[src/rtl/ps2_key_tracker.sv]
// ps2_key_tracker: decodes PS/2 scan-code sequences into per-key held flags and a press/release event FIFO
// Ports:
//   inclock, resetn              clock, synchronous active-low reset
//   ps2_byte, ps2_byte_valid     received byte stream from the PS/2 controller
//   key_held                     bit i = key slot i currently held
//   evt_valid/evt_key/evt_make   FIFO head (first-word fall-through), popped on evt_valid & evt_ready
//   evt_ready                    consumer pop request
//   fifo_overflow                sticky flag, an event was dropped
//   last_code                    last completed code {ext, byte}
module ps2_key_tracker #(
   parameter int                    NUM_KEYS       = 4,
   parameter logic [NUM_KEYS*9-1:0] KEY_CODES      = {9'h172, 9'h175, 9'h01B, 9'h01D},
   parameter int                    FIFO_DEPTH     = 8,
   parameter int                    TIMEOUT_CYCLES = 50000,
   parameter int                    KW             = (NUM_KEYS > 1) ? $clog2(NUM_KEYS) : 1
) (
   input  logic                inclock,
   input  logic                resetn,
   input  logic [7:0]          ps2_byte,
   input  logic                ps2_byte_valid,
   output logic [NUM_KEYS-1:0] key_held,
   output logic                evt_valid,
   output logic [KW-1:0]       evt_key,
   output logic                evt_make,
   input  logic                evt_ready,
   output logic                fifo_overflow,
   output logic [8:0]          last_code
);
   localparam int AW = $clog2(FIFO_DEPTH);
   localparam int CW = AW + 1;
   localparam int TW = (TIMEOUT_CYCLES > 1) ? $clog2(TIMEOUT_CYCLES) : 1;
   typedef enum logic [1:0] {IDLE, EXT, BRK, EXTBRK} state_t;
   state_t              state_q, state_d;
   logic [TW-1:0]       tmo_q, tmo_d;
   logic                done, ext, brk;
   logic [8:0]          code, last_q;
   logic                hit;
   logic [KW-1:0]       idx;
   logic [NUM_KEYS-1:0] held_q, held_d;
   logic                push, pop, full, wr, ovf_q;
   logic [AW-1:0]       wptr_q, rptr_q, rptr_d;
   logic [CW-1:0]       cnt_q, cnt_d;
   logic [KW:0]         mem_q [FIFO_DEPTH];
   logic [KW:0]         entry, head_q, head_d;
   logic                hv_q;
   always_comb begin
      state_d = state_q;
      tmo_d   = tmo_q;
      done    = 1'b0;
      ext     = 1'b0;
      brk     = 1'b0;
      if (ps2_byte_valid) begin
         tmo_d = '0;
         unique case (state_q)
            IDLE:    begin
               state_d = (ps2_byte == 8'hE0) ? EXT : (ps2_byte == 8'hF0) ? BRK : IDLE;
               done    = ps2_byte != 8'hE0 && ps2_byte != 8'hF0 && ps2_byte != 8'hE1;
            end
            EXT:     begin
               state_d = (ps2_byte == 8'hF0) ? EXTBRK : EXT;
               done    = ps2_byte != 8'hF0 && ps2_byte != 8'hE0;
               ext     = 1'b1;
            end
            BRK:     begin
               done = 1'b1;
               brk  = 1'b1;
            end
            EXTBRK:  begin
               done = 1'b1;
               ext  = 1'b1;
               brk  = 1'b1;
            end
         endcase
         if (done) state_d = IDLE;
      end else if (state_q != IDLE) begin
         // the idle cycle that brings the count to TIMEOUT_CYCLES abandons the prefix
         state_d = (tmo_q == TW'(TIMEOUT_CYCLES - 1)) ? IDLE : state_q;
         tmo_d   = (tmo_q == TW'(TIMEOUT_CYCLES - 1)) ? '0 : tmo_q + 1'b1;
      end
   end
   assign code = {ext, ps2_byte};
   // scan downward so the lowest matching slot is the one left standing
   always_comb begin
      hit = 1'b0;
      idx = '0;
      for (int i = NUM_KEYS - 1; i >= 0; i--)
         if (KEY_CODES[9*i +: 9] == code) begin
            hit = 1'b1;
            idx = KW'(i);
         end
   end
   // an event only when the held bit actually flips, which swallows typematic repeats
   assign push = done && hit && (held_q[idx] == brk);
   always_comb begin
      held_d = held_q;
      if (done && hit) held_d[idx] = ~brk;
   end
   assign entry  = {idx, ~brk};
   assign pop    = hv_q & evt_ready;
   assign full   = cnt_q == CW'(FIFO_DEPTH);
   assign wr     = push & (~full | pop);
   assign rptr_d = rptr_q + AW'(pop);
   assign cnt_d  = cnt_q + CW'(wr) - CW'(pop);
   // the entry being written this cycle becomes head when it lands where the read pointer will be
   assign head_d = (wr && wptr_q == rptr_d) ? entry : mem_q[rptr_d];
   always_ff @(posedge inclock)
      if (wr) mem_q[wptr_q] <= entry;
   always_ff @(posedge inclock) begin
      if (!resetn) begin
         state_q <= IDLE;
         tmo_q   <= '0;
         last_q  <= '0;
         held_q  <= '0;
         wptr_q  <= '0;
         rptr_q  <= '0;
         cnt_q   <= '0;
         ovf_q   <= 1'b0;
         head_q  <= '0;
         hv_q    <= 1'b0;
      end else begin
         state_q <= state_d;
         tmo_q   <= tmo_d;
         last_q  <= done ? code : last_q;
         held_q  <= held_d;
         wptr_q  <= wptr_q + AW'(wr);
         rptr_q  <= rptr_d;
         cnt_q   <= cnt_d;
         ovf_q   <= ovf_q | (push & full & ~pop);
         head_q  <= head_d;
         hv_q    <= cnt_d != '0;
      end
   end
   assign key_held      = held_q;
   assign evt_valid     = hv_q;
   assign evt_key       = head_q[KW:1];
   assign evt_make      = head_q[0];
   assign fifo_overflow = ovf_q;
   assign last_code     = last_q;
endmodule

[config.mk]
export PLATFORM = sky130hd
export DESIGN_NAME = ps2_key_tracker
export DESIGN_NICKNAME = d
export VERILOG_FILES = /design/src/rtl/ps2_key_tracker.sv
export SDC_FILE = /design/constraint.sdc
export NUM_CORES = 1
export LEC_CHECK = 0
export CAP_MARGIN = 0
export CORE_ASPECT_RATIO = 1.2
export CORE_UTILIZATION = 35
export CTS_BUF_LIST = sky130_fd_sc_hd__clkbuf_4 sky130_fd_sc_hd__clkbuf_8
export CTS_CLUSTER_DIAMETER = 200
export DETAILED_ROUTE_END_ITERATION = 12
export PLACE_DENSITY_LB_ADDON = 0.12
export REMOVE_ABC_BUFFERS = 1
export SYNTH_ARGS = -nofsm -noshare
export SYNTH_HDL_FRONTEND = slang
export SYNTH_SLANG_ARGS = --single-unit
[constraint.sdc]
create_clock -name inclock -period 4.05 [get_ports inclock]
set_input_delay 0.6075 -clock inclock [delete_from_list [all_inputs] [get_ports inclock]]
set_output_delay 0.6075 -clock inclock [all_outputs]
set_load 0.01 [all_outputs]
======== After elaboration in Yosys (flattened, before gate mapping) ========
Memories as Yosys holds them, arrays and structs flattened. A register that Yosys moved wholly into a read port is not among the register bits.
Cells that the tools add are included.
operators by class
  add/subtract/negate cells ............... 5
  $lt $le $gt $ge ......................... 2
  eq/ne operators ......................... 16
  muxes and demuxes ....................... 31
  bitwise operators ....................... 10
  reductions and logical operators ........ 15
operators with widths
  kind                   count
  $ne 8x8->1 const B     3
  $mux 2                 11
  $eq 5x9->1 const A     2
  $eq 9x9->1 const A     2
  $add 16x1->16 const B  1
  $eq 16x16->1 const B   1
  $eq 8x8->1 const B     2
  $mux 16                1
  $mux 1                 14
  $add 3x1->3            2
  $reduce_bool 2->1      3
  $reduce_or 2->1        3
  $logic_and 1x1->1      5
  $add 4x1->4            1
  $and 1x1->1            4
  $bwmux 4               1
  $eq 2x2->1 const B     2
  $eq 4x4->1 const B     1
  $ne 4x1->1 const B     1
  $not 1->1              4
  $pmux 2 s2             1
  $reduce_bool 4->1      1
  $sub 4x1->4            1
  $lt 2x3->1 const B     1
  other kinds (10)       11
storage, ports and cells
  flip-flop bits (word level) ............. 43
  memory bits (writable) .................. 24
  bits of input ports ..................... 12
  output and inout bits ................... 18
  logic and storage cells ................. 89
  memories kept ........................... 1
memory list
  name   depth  bits a word  read ports  clocked after Yosys merged registers in  wr ports  RTL line  RTL
  mem_q  8      3            1           1                                        1         43        logic [KW:0] mem_q [FIFO_DEPTH];

======== Logic depth before layout (Yosys ltp) ========
Gate-level depths: netlist of run 1.
  word-level depth ........................ 17
  gate-level depth with buffers ........... 14
  depth with buffers taken out ............ 12

======== Worst setup path before layout of run 1 ========
Ideal clock, no wire load.
  path kind ............................... input port to flip-flop
  from .................................... input ps2_byte[2]
  to ...................................... register hv_q (netlist: evt_valid)
  setup time .............................. 0.134 ns
  arrival time ............................ 3.219 ns
  data required time ...................... 3.916 ns
  path slack .............................. 0.697 ns
  stages .................................. 10
  buffers on the path ..................... 0
  cell sequence ........................... or3b_1 a211o_1 and3_4 o211ai_4 nand3_4 inv_1 ha_1 fa_1 and2_1 or4_1
between the ends
  longest elaborated chain between the ends .. 13
  elaborated cells on any way between the ends .. 29
  classes of those cells .................. 2 x add/sub; 8 x eq/ne; 13 x mux; 1 x bitwise; 5 x reduce/logical
ends and longest elaborated chain
  what                          RTL line  RTL
  from (decl)                   19        input logic [7:0] ps2_byte,
  $eq 9x9->1                    87        if (KEY_CODES[9*i +: 9] == code) begin
  $mux 2 (4 in series)          87
  $bmux 1 s2                    93        assign push = done && hit && (held_q[idx] == brk);
  $mux 1 (implied by the code)  93
  $eq 1x1->1                    93
  $logic_and 1x1->1 *           93
  $and 1x1->1 *                 101       assign wr = push & (~full | pop);
  $add 4x1->4 *                 103       assign cnt_d = cnt_q + CW'(wr) - CW'(pop);
  $sub 4x1->4 *                 103
  net cnt_d[1]                  42        logic [CW-1:0] cnt_q, cnt_d;
  $reduce_bool 4->1 *           130       hv_q <= cnt_d != '0;
  to (signal assigned)          119       hv_q <= 1'b0;
  to (signal assigned)          130
  to (decl)                     45        logic hv_q;
The timed path passes the listed nets; every way through them passes the cells marked *. The select of a mux whose other input is x is not followed.
A chain may end at the register's enable or synchronous reset.

======== Final worst setup path of run 1 ========
  from .................................... input ps2_byte[1]
  to ...................................... register hv_q (netlist: evt_valid)
The elaborated chain is that of the path after synthesis.

==> results.yml, run 1 <==
grt:
  grt_usage: 0.1527
  gr-total-overflow: 0
  first_global_vias: 2189
  antenna_found_initial: 0
  grt_start_max_net_pins: 20
  grt_pass1_wl_um: 10860
placement:
  dpl_worst_slack_ns: 0.1427
  io_buffers: 29
  globalplace.congestion: 0.8072
  dp.cells: 442
  dpl.hpwl_um: 4610
sta:
  finalClockSkew_ns: 0.009955
  fin_crit_sh: 0.8854
  rsz0062_at_grt: "no"
  hold_viol_final: 0
  fmax_mhz: 278.9
  tightest_slew_ns: 1.164
  holdWs_ns: 0.4567
  setup_viol: 0
  min_period_ns: 3.586
  report.final.slew_viol_count: 0
  setup_slack_ns: 0.4639
  relSlewSlack: 0.2189
worst_setup_path:
  path_delay_family: "simple AND/OR/NAND/NOR gates"
  reg2reg_depth: 10
  critical_path_class: "in -> reg"
  crit_buf_inv: 2
  crit_arrival_ns: 3.81
  worst-r2r-setup-slack_ns: 1.11
  cpPeakStageDelay_ns: 0.61
  cp-start-kind: "primary input"
  end_kind: "flop"
  crit_chain: "clkdlybuf4s50_1, or3b_1, a211o_1, and3_4, o211ai_4, nand3_4, inv_1, ha_1, fa_1, and2_1, or4_1"
  rr_startpoint: "state_q[0]"
  path_max_fanout: 8
  crit_slowest_cell: "clkdlybuf4s50_1"
  cp.required_ns: 4.27
  r2r_end: "evt_valid"
pwr:
  p_per_area_nw_per_um2: 404.0
  p_leak_nw: 1.436
  swShare: 0.2584
  p_clk_frac: 0.321
  internal_power_w: 0.001160
  seqPwrFrac: 0.490
  irDropWorstVdd_mv: 0.1640
  switchingPower_w: 0.0004043
  p_comb_frac: 0.189
clock_tree:
  cts_resized: 0
  cts.sinks: 70
  holdBufCountCts: 0
  cts_made_buffers: 9
  clockRootBuffer: "clkbuf_8"
  post-cts-setup-buffers: 0
  clk_pin_slew_ns: 0.07
  htreeDepth: 3
  clock_path_buffers: 2
  tritoncts: "done"
  clkLatencyLatePin_ns: 0.34
route:
  drt_iter0_markers: 98
  firstDrtPassIters: 4
  vias: 2270
  wl_um: 6416
  wl_per_cell_um: 14.04
  drcViolationCount: 0
  vias_per_cell: 4.967
  postRouteAntennaNets: 0
floorplanning:
  dieArea_um2: 9609
  core-area_um2: 8986
  ios: 30
  die_h_um: 107.2
  die_w_um: 89.65
  rows: 38
  start_util: 0.3591
finish:
  drive_gt1_frac: 0.1276
  stdcell_count: 457
  finish.utilization: 0.4309
  fillers: 861
  antenna_cells: 0
  final_nets: 356
  area_growth_pct: 20.01
yosys:
  async_reset_ff_frac: 0
  postSynthAreaPerCell_um2: 10.94
  yosys_warnings: 0
  synth.largest_area_cell: "dfxtp_1"
  syn-cell-area_um2: 3227
  yosysTopAreaCellShare: 0.2854
  synth_edf_count: 24
  synth-main-ff-cell: "dfxtp_1"
  synthCells: 295
  ys_ff_latch: 70
  yosysSeqAreaShare: 0.5087
  synth_cell_types: 52
  synthTopCellsByArea: "dfxtp_1, edfxtp_1, xor2_1, mux4_2, ha_1"
hold_path:
  hp-class: "reg -> reg"
  hp-start: "last_code[3]"
  holdPathEnd: "last_code[3]"
  holdPathStages: 2
status:
  status: "complete, no violations"
run:
  cap_viol_max_count: 0
==> logic make-up (layout without fill, tap and decap cells) <==
family	after synthesis	after routing	share of synthesized area
flip-flops	70	70	0.5087
multiplexers	14	14	0.06669
XOR/XNOR	21	21	0.05700
adder cells (fa/ha/maj)	11	11	0.04498
AND/OR/NAND/NOR	118	118	0.2090
AO/OA/AOI/OAI	38	38	0.08647
buffers and inverters	23	65	0.02714
==> cell usage after synthesis (3+ instances only) <==
library cell	count
ha_1	10
xor2_1	17
edfxtp_1	24
and2_1	11
nor2_1	33
nor2b_1	3
xnor2_1	4
dfxtp_1	46
nor3_1	6
nor4b_2	4
nand3_1	7
nand4_1	6
inv_1	12
nand2_1	21
a21oi_1	12
o21ai_0	5
mux4_2	6
or3_1	3
mux2i_1	8
clkbuf_1	8
a211oi_1	4
and3_1	5
==> metrics by stage <==
stage,area (um2),setup TNS [ns],total power [W]
after global placement,3700,0,0.001082
after global routing,3872,0,0.001655
after CTS,3872,0,0.001590
after detailed placement,3700,0,0.001084
final,3872,0,0.001564
after floorplan,3184,-0.2583,0.0009932
==> state kept, by name, indices dropped and copies added (netlist names) <==
name           count
key_held           4
state_q            2
evt_valid          1
tmo_q             16
fifo_overflow      1
rptr_q             3
last_code          9
cnt_q              4
mem_q             24
head_q             3
wptr_q             3
==> per-layer routing <==
layer	track usage	routed length [um]	up-vias
li1	-	-	1141
met1	0.2057	3030	1086
met2	0.2321	3085	33
met3	0.03387	191	10
met4	0.06803	109	0
met5	0	0	-
==> layout make-up <==
class                   count  area (um2)  area share
clock inverters             2       12.51    0.003231
well taps                 120       150.1     0.03877
flip-flops and latches     70        1642      0.4239
multi-input cells         202        1505      0.3887
repair buffers             38       357.8     0.09241
clock buffers              13       160.2     0.04136
inverters                  12       45.04     0.01163
==> worst max path at each step <==
stage	startpoint	cells past startpoint	endpoint
final	ps2_byte[1]	11	evt_valid
after global routing	ps2_byte[1]	11	evt_valid
after CTS	ps2_byte[1]	11	evt_valid
after detailed placement	ps2_byte[1]	11	evt_valid
after global placement	ps2_byte[1]	11	evt_valid
after floorplan	ps2_byte[1]	10	evt_valid
==> power by group through the flow <==
stage	Sequential [W]	Combinational, W	Clock (W)
after floorplan	0.000786	0.000207	0
after global placement	0.000782	0.000299	0
after detailed placement	0.000783	0.000301	0
after CTS	0.000767	0.000302	0.000522
after global routing	0.000770	0.000335	0.000550
final	0.000766	0.000295	0.000503
==> tightest hold or removal path: stages, from the launching register on <==
cell,delay (ns)
dfxtp_1,0.31
nand2_1,0.05
a21oi_1,0.05
==> layout by cell type (no fill, tap or decap), types with 4 or more instances in the layout <==
cell,n
xnor2_1,4
clkbuf_8,10
clkdlybuf4s50_1,29
and3_1,5
nand2_1,21
and2_1,11
mux4_2,6
nand3_1,7
a21oi_1,12
nor4b_2,4
mux2i_1,8
dfxtp_1,46
nor3_1,6
nor2_1,33
a211oi_1,4
o21ai_0,5
inv_1,12
buf_4,9
edfxtp_1,24
xor2_1,17
nand4_1,6
ha_1,10
No activity file was read; power rests on OpenSTA's default activity.
==> run 2: changes to the inputs <==
Settings changed: GPL_TIMING_DRIVEN set to 0.
==> run 2 against run 1 <==
  * Design area increased by 1.2%
  * Cell count is 1.1% lower
  * Combinational power about the same
  * Critical path type unchanged
  * Worst hold slack barely moved
  * Non-clock buffer count down 6
  * Fmax is 6.1% lower
  * Clock skew grew 0.0017 ns
  * Global-route usage shrank 0.64 points
  * Clock power up 35%
==> results.yml, run 2 (same netlist as run 1, synthesis figures left out) <==
clock_tree:
  cts_made_buffers: 9
  clockRootBuffer: "clkbuf_8"
  htreeDepth: 3
  cts.sinks: 70
  tritoncts: "done"
  clk_pin_slew_ns: 0.08
  clkLatencyLatePin_ns: 0.34
  clock_path_buffers: 2
hold_path:
  hp-class: "reg -> reg"
worst_setup_path:
  critical_path_class: "in -> reg"
  cp-start-kind: "primary input"
  end_kind: "flop"
  crit_arrival_ns: 4.04
  path_max_fanout: 9
  cp.required_ns: 4.27
placement:
  dpl.hpwl_um: 4501
  globalplace.congestion: 0.6958
  io_buffers: 29
  dpl_worst_slack_ns: -0.3137
  dpl_cell_area_um2: 3640
floorplanning:
  rows: 38
  die_h_um: 107.2
  start_util: 0.3591
  core-area_um2: 8986
  ios: 30
  die_w_um: 89.65
  dieArea_um2: 9609
route:
  wl_um: 6287
  wl_met1_um: 3029
  vias: 2234
  wl_met3_um: 162
  postRouteAntennaNets: 0
  drcViolationCount: 0
  met2_length_um: 2979
  top_layer: "met4"
  vias_per_cell: 4.942
  drt_iter0_markers: 80
  firstDrtPassIters: 4
  wl_per_cell_um: 13.91
finish:
  top_register: "mem_q"
  drive_gt1_frac: 0.1175
  area_growth_pct: 21.44
  final_cell_mix: "dfxtp_1, nor2_1, clkdlybuf4s50_1"
  final_nets: 350
  layout_commonest_cell: "dfxtp_1"
  fillers: 845
  antenna_cells: 0
  final_cell_area_um2: 3919
  largest_reg_flops: 24
sta:
  setup_viol: 0
  report.final.slew_viol_count: 0
  tightest_slew_ns: 1.191
  rsz0062_at_grt: "no"
  finalClockSkew_ns: 0.01170
  setup_slack_ns: 0.2321
  hold_viol_final: 0
  fmax_mhz: 261.9
  min_period_ns: 3.818
  holdWs_ns: 0.4570
  relSlewSlack: 0.2009
  fin_crit_sh: 0.9427
status:
  status: "complete, no violations"
run:
  cap_viol_max_count: 0
pwr:
  p_per_area_nw_per_um2: 443.4
  p_leak_nw: 1.455
  fin_total_pwr_w: 0.001738
  irDropWorstVdd_mv: 0.2135
grt:
  grt_pass1_wl_um: 10660
  first_global_vias: 2178
  gr-total-overflow: 0
  grt_usage: 0.1463
  grt_start_max_net_pins: 21
  antenna_found_initial: 0
## run 2: cell count changes in the layout (fill, tap and decap cells not counted), moves of 2 or more
cell and delta:
dlymetal6s2s_1 +2, clkbuf_4 -2, clkdlybuf4s50_1 -2, buf_4 -6
bufinv_16 +3
## run 2: layout make-up
type / instances / area, um2 / share of cell area
repair buffers: 32 / 317.8 / 0.08110
clock inverters: 6 / 110.1 / 0.02810
well taps: 120 / 150.1 / 0.03831
multi-input cells: 202 / 1523 / 0.3886
inverters: 12 / 45.04 / 0.01149
clock buffers: 10 / 131.4 / 0.03352
flip-flops and latches: 70 / 1642 / 0.4189
## run 2: worst paths after layout
kind | start | to | slack (ns) | cells after the start
min | last_code[2] | last_code[2] | 0.46 | 2
min reg2reg | last_code[2] | last_code[2] | 0.46 | 2
max | ps2_byte[0] | evt_valid | 0.23 | 11
max reg2reg | state_q[1] | evt_valid | 0.84 | 10
## run 2: layer usage
layer  track usage  vias to the layer above
li1              -                     1127
met2        0.2262                       40
met4       0.06803                        0
met5             0                        -
met3       0.02386                        8
met1        0.1977                     1059
## run 2: critical path, cell delays in order
cell,delay [ns]
clkdlybuf4s50_1,0.54
or3b_1,0.42
a211o_1,0.37
and3_4,0.20
o211ai_4,0.28
nand3_4,0.19
inv_1,0.15
ha_1,0.21
fa_1,0.42
and2_1,0.16
or4_1,0.50
## run 2: metrics by stage
step / utilization / TNS [ns] / cells
after floorplan: - / -0.2583 / 284
after global placement: 0.4034 / -22.92 / 433
after detailed placement: 0.4050 / -0.3137 / 434
after CTS: 0.4319 / 0 / 450
after global routing: 0.4361 / 0 / 452
final: 0.4361 / 0 / 452
## run 2: power by group
part,leakage [nW],switching [W],internal [W],total [W]
logic,0.699,0.000145,0.000150,0.000295
registers,0.640,0.0000128,0.000753,0.000766
clock network,0.116,0.000262,0.000415,0.000677
## run 2: what timing repair did
action,4_1_cts,5_1_grt
buffers inserted,0,2
setup endpoints to repair,0,1
resized for setup,0,4
hold buffers,0,0
==> run 3: changes to the inputs <==
Settings changed: CORE_MARGIN set to 8, CORE_UTILIZATION 35 to 51, MAX_ROUTING_LAYER set to met4.
==> run 3 against run 2 <==
  * Clock power is 23% lower
  * Largest power group unchanged
  * Largest cell class unchanged
  * Cell count is 8.4% lower
  * Via count is 2.2% higher
  * Global-route usage is 0.48 points higher
  * Combinational power hardly changed
  * Worst hold slack better by 0.0026 ns
  * Design area is 2.7% lower
==> results.yml, run 3 (same netlist as run 1, synthesis figures left out) <==
clock_tree:
  cts_made_buffers: 9
  clockRootBuffer: "clkbuf_8"
  clk_pin_slew_ns: 0.08
  tritoncts: "done"
  clkLatencyLatePin_ns: 0.35
  htreeDepth: 3
  clock_path_buffers: 2
  cts.sinks: 70
  holdBufCountCts: 0
run:
  cap_viol_max_count: 0
worst_setup_path:
  path_delay_family: "simple AND/OR/NAND/NOR gates"
  cp-start-kind: "primary input"
  crit_slowest_cell: "clkdlybuf4s50_1"
  crit_chain: "clkdlybuf4s50_1, nor4bb_2, nand4_1, and3_4, o211ai_4, nand3_4, inv_1, ha_1, fa_1, and2_1, or4_1"
  reg2reg_depth: 10
  cp.required_ns: 4.27
  path_max_fanout: 9
  end_kind: "flop"
  r2r_end: "evt_valid"
  crit_buf_inv: 2
  crit_arrival_ns: 4.09
  worst-r2r-setup-slack_ns: 0.83
  rr_startpoint: "state_q[0]"
  cpPeakStageDelay_ns: 0.62
  critical_path_class: "in -> reg"
status:
  status: "complete, no violations"
placement:
  dp.cells: 396
  globalplace.congestion: 0.7806
  dpl.hpwl_um: 4379
  io_buffers: 29
  dpl_worst_slack_ns: -0.2994
finish:
  area_growth_pct: 18.11
  largest_reg_flops: 24
  multiInputGateArea_um2: 1523
  regArea_um2: 1642
  drive_gt1_frac: 0.1175
  stdcell_count: 414
  antenna_cells: 0
  final_nets: 350
  fillers: 509
  layout_commonest_cell: "dfxtp_1"
  final_cell_mix: "dfxtp_1, nor2_1, clkdlybuf4s50_1"
  top_register: "mem_q"
floorplanning:
  core-area_um2: 6090
  rows: 31
  ios: 30
  die_w_um: 88.61
  dieArea_um2: 9139
  start_util: 0.5299
  die_h_um: 103.1
route:
  vias_per_cell: 5.517
  drt_iter0_markers: 139
  postRouteAntennaNets: 0
  vias: 2284
  wl_met3_um: 227
  drcViolationCount: 0
  met2_length_um: 3000
  wl_per_cell_um: 15.01
  wl_um: 6213
  wl_met1_um: 2868
  firstDrtPassIters: 4
  top_layer: "met4"
grt:
  antenna_found_initial: 0
  first_global_vias: 2252
  grt_usage: 0.1512
  grt_pass1_wl_um: 10350
  grt_start_max_net_pins: 21
  gr-total-overflow: 0
hold_path:
  hp-start: "last_code[2]"
  holdPathEnd: "last_code[2]"
  hp-class: "reg -> reg"
  holdPathStages: 2
sta:
  tightest_slew_ns: 1.140
  fmax_mhz: 258.7
  finalClockSkew_ns: 0.009741
  setup_slack_ns: 0.1846
  relSlewSlack: 0.2346
  final.setup.tns_ns: 0
  fin_crit_sh: 0.9544
  setup_viol: 0
  min_period_ns: 3.865
  report.final.slew_viol_count: 0
  hold_viol_final: 0
pwr:
  fin_total_pwr_w: 0.001582
  p_leak_nw: 1.414
  irDropWorstVdd_mv: 0.3289
  p_per_area_nw_per_um2: 415.1
[run 3: cell count changes in the layout (fill, tap and decap cells not counted), sizes merged]
cell / change
bufinv: -3
clkbuf: -1
clkdlybuf4s50: +2
clkinv: +1
clkinvlp: -1
dlymetal6s2s: -2
inv: +4
[run 3: how the worst max path moves through the flow]
| stage | from | end | slack, ns | depth (start not counted) |
|---|---|---|---|---|
| 6_report | ps2_byte[0] | evt_valid | 0.18 | 11 |
| 5_1_grt | ps2_byte[0] | evt_valid | -0.01 | 11 |
| 4_1_cts | ps2_byte[2] | evt_valid | 0.07 | 12 |
| 3_5_place_dp | ps2_byte[2] | evt_valid | -0.30 | 12 |
| 3_3_place_gp | ps2_byte[2] | evt_valid | -1.51 | 11 |
| 2_1_floorplan | ps2_byte[1] | evt_valid | -0.26 | 10 |
[run 3: per-layer routing]
layer  up-vias  track usage
met5         -            -
met4         0      0.07823
met3        12      0.03349
met2        41       0.2395
met1      1099       0.1756
li1       1132            -
[run 3: tightest hold or removal path, delay by kind of cell (launching register included)]
kind / cells / cell delay, ns
simple gates: 1 / 0.05
compound gates: 1 / 0.05
flops: 1 / 0.32
[run 3: where the power goes]
group	switching, W	leakage [nW]	internal [W]
Clock	0.000288	0.0927	0.000235
Combinational	0.000143	0.681	0.000149
Sequential	0.0000137	0.640	0.000753
Total	0.000445	1.41	0.00114
[run 3: repair_timing]
item                                    in CTS  in global routing
endpoints found under the setup margin       0                  1
setup buffers                                0                  2
resized for setup                            0                  2
[run 3: area by class of cell]
type                            count  area share
Multi-Input combinational cell    202      0.3995
Clock inverter                      7     0.01641
Tap cell                           82     0.02692
Timing Repair Buffer               32     0.08207
Sequential cell                    70      0.4307
Inverter                           12     0.01182
Clock buffer                        9     0.03250
[run 3: stage by stage]
| step | cell area (um2) | hold WS, ns | utilization |
|---|---|---|---|
| after CTS | 3779 | 0.4632 | 0.6205 |
| after floorplan | 3184 | 0.4487 | - |
| after global routing | 3811 | 0.4916 | 0.6258 |
| after global placement | 3577 | 0.4462 | 0.5874 |
| after detailed placement | 3592 | 0.4499 | 0.5899 |
| final | 3811 | 0.4596 | 0.6258 |
